$ cat src/rtl/module_key_entry.sv
// module_key_entry: operand-entry controller behind the keypad debouncer.
// Gathers up to DIGITS decimal digits per operand. Key A latches operand A
// and key B latches operand B. The pair is then offered over a valid/ready
// handshake, and the current entry drives the 4-digit BCD display.
// Optional macro KEY_ENTRY_BACKSPACE_EN: key 0xD deletes the last digit.
//
// state     | meaning
// S_ENTER_A | collecting digits of operand A (reset state)
// S_ENTER_B | collecting digits of operand B
// S_HOLD    | pair offered downstream; keys ignored until handshake
module module_key_entry #(
  parameter int DIGITS = 3,
  parameter int WIDTH  = 10
) (
  input  logic             clk,
  input  logic             rst,
  input  logic             key_valid,
  input  logic [3:0]       key_code,
  output logic [WIDTH-1:0] op_a,
  output logic [WIDTH-1:0] op_b,
  output logic             ops_valid,
  input  logic             ops_ready,
  output logic [15:0]      disp_bcd,
  output logic [3:0]       disp_blank,
  output logic             entry_sel
);

  typedef enum logic [1:0] {S_ENTER_A, S_ENTER_B, S_HOLD} state_t;

  localparam logic [2:0] L_DIGITS = 3'(DIGITS);

  state_t           r_state, w_state_nxt;
  logic [15:0]      r_bcd, w_bcd_nxt;
  logic [2:0]       r_cnt, w_cnt_nxt;
  logic [WIDTH-1:0] r_op_a, w_op_a_nxt;
  logic [WIDTH-1:0] r_op_b, w_op_b_nxt;
  logic             r_ops_valid, w_ops_valid_nxt;
  logic [3:0]       r_blank, w_blank_nxt;
  logic [WIDTH-1:0] w_bin;

  // Decimal value of the digits currently held in the shift register
  always_comb begin
    w_bin = WIDTH'(r_bcd[3:0])
          + WIDTH'(r_bcd[7:4])  * WIDTH'(10)
          + WIDTH'(r_bcd[11:8]) * WIDTH'(100);
    if (DIGITS == 4) begin
      w_bin = w_bin + WIDTH'(r_bcd[15:12]) * WIDTH'(1000);
    end
  end

  // State and datapath registers
  always_ff @(posedge clk or negedge rst) begin
    if (!rst) begin
      r_state     <= S_ENTER_A;
      r_bcd       <= '0;
      r_cnt       <= '0;
      r_op_a      <= '0;
      r_op_b      <= '0;
      r_ops_valid <= 1'b0;
      r_blank     <= 4'b1111;
    end else begin
      r_state     <= w_state_nxt;
      r_bcd       <= w_bcd_nxt;
      r_cnt       <= w_cnt_nxt;
      r_op_a      <= w_op_a_nxt;
      r_op_b      <= w_op_b_nxt;
      r_ops_valid <= w_ops_valid_nxt;
      r_blank     <= w_blank_nxt;
    end
  end

  // Next-state and datapath decode of key events and the handshake
  always_comb begin
    w_state_nxt     = r_state;
    w_bcd_nxt       = r_bcd;
    w_cnt_nxt       = r_cnt;
    w_op_a_nxt      = r_op_a;
    w_op_b_nxt      = r_op_b;
    w_ops_valid_nxt = r_ops_valid;
    case (r_state)
      S_ENTER_A, S_ENTER_B: begin
        if (key_valid) begin
          case (key_code)
            4'hA: begin
              if (r_state == S_ENTER_A && r_cnt != 3'd0) begin
                w_op_a_nxt  = w_bin;
                w_bcd_nxt   = '0;
                w_cnt_nxt   = '0;
                w_state_nxt = S_ENTER_B;
              end
            end
            4'hB: begin
              // Digits stay in place so the display keeps showing operand B
              if (r_state == S_ENTER_B && r_cnt != 3'd0) begin
                w_op_b_nxt      = w_bin;
                w_ops_valid_nxt = 1'b1;
                w_state_nxt     = S_HOLD;
              end
            end
            4'hC: begin
              w_bcd_nxt = '0;
              w_cnt_nxt = '0;
            end
`ifdef KEY_ENTRY_BACKSPACE_EN
            4'hD: begin
              if (r_cnt != 3'd0) begin
                w_bcd_nxt = {4'h0, r_bcd[15:4]};
                w_cnt_nxt = r_cnt - 3'd1;
              end
            end
`endif
            default: begin
              // Digits beyond DIGITS are dropped rather than wrapping
              if (key_code <= 4'h9 && r_cnt < L_DIGITS) begin
                w_bcd_nxt = {r_bcd[11:0], key_code};
                w_cnt_nxt = r_cnt + 3'd1;
              end
            end
          endcase
        end
      end
      S_HOLD: begin
        if (r_ops_valid && ops_ready) begin
          w_ops_valid_nxt = 1'b0;
          w_bcd_nxt       = '0;
          w_cnt_nxt       = '0;
          w_state_nxt     = S_ENTER_A;
        end
      end
      default: w_state_nxt = S_ENTER_A;
    endcase
    for (int i = 0; i < 4; i++) begin
      w_blank_nxt[i] = (3'(i) >= w_cnt_nxt);
    end
  end

  // Outputs driven straight from registers
  always_comb begin
    op_a       = r_op_a;
    op_b       = r_op_b;
    ops_valid  = r_ops_valid;
    disp_bcd   = r_bcd;
    disp_blank = r_blank;
    entry_sel  = (r_state != S_ENTER_A);
  end

endmodule
$ cat config.mk
export PLATFORM = sky130hd
export DESIGN_NAME = module_key_entry
export DESIGN_NICKNAME = d
export VERILOG_FILES = /design/src/rtl/module_key_entry.sv
export SDC_FILE = /design/constraint.sdc
export NUM_CORES = 1
export LEC_CHECK = 0
export CORE_ASPECT_RATIO = 1.4
export CORE_UTILIZATION = 52
export CTS_CLUSTER_SIZE = 28
export DETAILED_ROUTE_END_ITERATION = 10
export PLACE_DENSITY = 0.75
export SYNTH_ARGS = -nofsm -noshare
export SYNTH_HDL_FRONTEND = slang
export SYNTH_SLANG_ARGS = --single-unit
$ cat constraint.sdc
create_clock -name clk -period 4.1 [get_ports clk]
set_input_delay 0.82 -clock clk [delete_from_list [all_inputs] [get_ports clk]]
set_output_delay 0.82 -clock clk [all_outputs]
set_load 0.05 [all_outputs]
==> impl_metrics.py <==
metrics = {
    "yosys": {
        "synth-edff-count": 0,
        "synthCells": 266,
        "yosys_warnings": 0,
        "ys_ff_latch": 46,
        "syn_avg_cell_area_um2": 10.2,
        "ys.flop_type": "dfrtp_1",
        "ys_seq_area_share_pct": 42.6,
        "synth_nets": 304,
        "netlist_area_mm2": 0.00272,
        "synth_async_sr_flop_share_pct": 100,
        "synthDistinctLibCells": 45,
    },
    "drt": {
        "finalWirelength_um": 5460,
        "drt_pre_antenna_iters": 4,
        "viasPerCell": 5.22,
        "wire_per_inst_um": 14.4,
        "vias": 1985,
        "drc_errors": 0,
        "ant_nets": 0,
        "first_iter_violations": 53,
    },
    "clock_tree": {
        "post_cts_buffers": 0,
        "root_buffer": "clkbuf_8",
        "ctsResizeCount": 0,
        "htree_levels": 2,
        "clkSlewWorstSetupHoldPaths_ns": 0.09,
        "clock-sinks": 46,
        "postCtsHoldBufs": 0,
        "insertion_delay_ns": 0.30,
        "clockBufferDepth": 2,
        "cts_tree": "built",
        "cts_buffers": 5,
    },
    "setup_path": {
        "reg2reg_to": "op_a[8]",
        "critical_path.max_fanout": 5,
        "endpoint_kind": "flip-flop",
        "cp_data_arrival_time_ns": 3.35,
        "cp_cell_sequence": "ha_1 > ha_1 > inv_1 > fa_1 > inv_1 > ha_1 > ha_1 > o21a_1 > o31a_1 > o21a_1 > o21a_1 > o31ai_1",
        "critPathMaxStageDelay_ns": 0.48,
        "reg2reg_depth": 12,
        "worst_path_max_delay_cell": "fa_1",
        "required_ns": 4.30,
        "r2r-start": "disp_bcd[5]",
        "critPathKind": "flip-flop to flip-flop",
        "reg2reg_slack_ns": 0.95,
        "cpMostUsedCell": "ha_1",
        "startpoint_type": "flip-flop",
    },
    "timing": {
        "finalMaxSlewViolations": 0,
        "fin_ws_ns": 0.951,
        "period_needed_ns": 3.15,
        "hold_viol": 0,
        "rsz0062_at_grt": "no",
        "period_share_pct": 76.8,
        "fin_tns_setup_ns": 0,
        "clock_skew_ns": 0.00523,
        "worstMarginPinSlew_ns": 1.02,
        "finalSetupViolations": 0,
        "max_slew_margin_pct": 32.2,
        "max_clock_freq_ghz": 0.318,
    },
    "floorplan": {
        "initial_utilization_pct": 55.2,
        "num_rows": 30,
        "die_h_um": 87.5,
        "core_area_mm2": 0.00492,
        "fp.dieW_um": 63.1,
        "boundaryPins": 50,
        "dieArea_mm2": 0.00552,
    },
    "flow_run": {
        "drv_cap": 0,
    },
    "grt": {
        "first_global_vias": 2064,
        "grt_max_degree": 47,
        "antenna_found_initial": 0,
        "gr-usage-all-layers_pct": 22.2,
        "grt_first_pass_wirelength_um": 9400,
        "grt_overflow": 0,
    },
    "place": {
        "dp_slack_ns": 0.984,
        "gp_congestion": 0.876,
        "dp.final_hpwl_um": 4190,
        "port_buffers": 49,
    },
    "worst_hold_path": {
        "min_to": "op_b[1]",
        "worstHoldPathType": "flip-flop to flip-flop",
        "min_from": "op_b[1]",
        "min_path_cells": 2,
    },
    "layout": {
        "diodes": 0,
        "drive_above_1_share_pct": 9.49,
        "num-nets-final": 353,
        "area_growth_syn_to_layout_pct": 22.8,
    },
    "status": {
        "run_status": "finished clean",
    },
}
-- worst max-delay path by stage --
stage | start | to | slack, ns | depth (start not counted)
floorplan | disp_bcd[5] | op_a[8] | 0.89 | 12
global placement | disp_bcd[5] | op_b[7] | 1.07 | 12
detailed placement | disp_bcd[5] | op_a[8] | 0.98 | 12
CTS | disp_bcd[5] | op_a[8] | 0.94 | 12
global route | disp_bcd[5] | op_a[8] | 0.76 | 12
finish | disp_bcd[5] | op_a[8] | 0.95 | 12
-- logic make-up after synthesis --
logic type,synth area share [%]
compound gates,10.1
xor+xnor,2.90
fa+ha+maj,15.2
buf+inv,7.28
flops,42.6
mux,9.67
simple gates,12.3
-- cells in the mapped netlist (3+ instances only) --
cell     instances  share of area [%]
a21oi_1         12                2.2
buf_2            4               0.74
dfrtp_1         42                 39
dfstp_2          4                3.9
fa_1             5                3.7
ha_1            25                 12
inv_1           36                5.0
mux2_2          10                4.1
mux2i_1         15                5.5
nand2_1         42                5.8
nor2_1           9                1.2
nor2b_1          4               0.92
nor3_1           3               0.55
o21a_1           4                1.1
o21ai_0          8                1.5
o31ai_1          3               0.83
xnor2_1          9                2.9
-- routing by layer --
layer / global-route usage [%] / vias up / wire [um]
li1: - / 984 / -
met1: 24.6 / 964 / 2190
met2: 42.2 / 28 / 3050
met3: 3.80 / 9 / 136
met4: 8.03 / 0 / 82
met5: 0 / - / 0
-- through the flow --
step / hold slack (ns) / utilization [%] / instance area [um^2] / cells
2_1_floorplan: 0.521 / - / 2720 / 266
3_5_place_dp: 0.472 / 65.6 / 3230 / 372
6_report: 0.485 / 67.8 / 3340 / 380
5_1_grt: 0.513 / 67.8 / 3340 / 380
4_1_cts: 0.491 / 67.8 / 3340 / 380
3_3_place_gp: 0.460 / 65.6 / 3230 / 372
-- worst max-delay path: cells and delay by family (launching register included) --
| family | cells | cell delay [ns] |
|---|---|---|
| fa+ha+maj | 5 | 1.60 |
| compound gates | 5 | 0.89 |
| flops | 1 | 0.45 |
| buf+inv | 2 | 0.10 |
-- cells in the final DEF (no fill, tap or decap), types with 5 or more instances in the layout --
master           count
a21oi_1             12
clkbuf_8             5
clkdlybuf4s50_1     48
dfrtp_1             42
fa_1                 5
ha_1                25
inv_1               36
mux2_2              10
mux2i_1             15
nand2_1             42
nor2_1               9
o21ai_0              8
xnor2_1              9
-- cell type report --
cell class	count	area, um^2
timing repair buffer	50	493
fill	411	1580
sequential	46	1160
multi-input combinational	176	1360
inverter	36	135
clock inverter	3	40.0
clock buffer	5	68.8
tap	64	80.1
-- flip-flops by register name, summed over array words and instances, names as in the netlist --
signal      count
disp_blank      4
r_state         2
ops_valid       1
op_a           10
op_b           10
disp_bcd       16
r_cnt           3
Power is left out: the tool's default activity adds up to more than one toggle a clock period on the data nets, which glitch-free logic cannot reach.
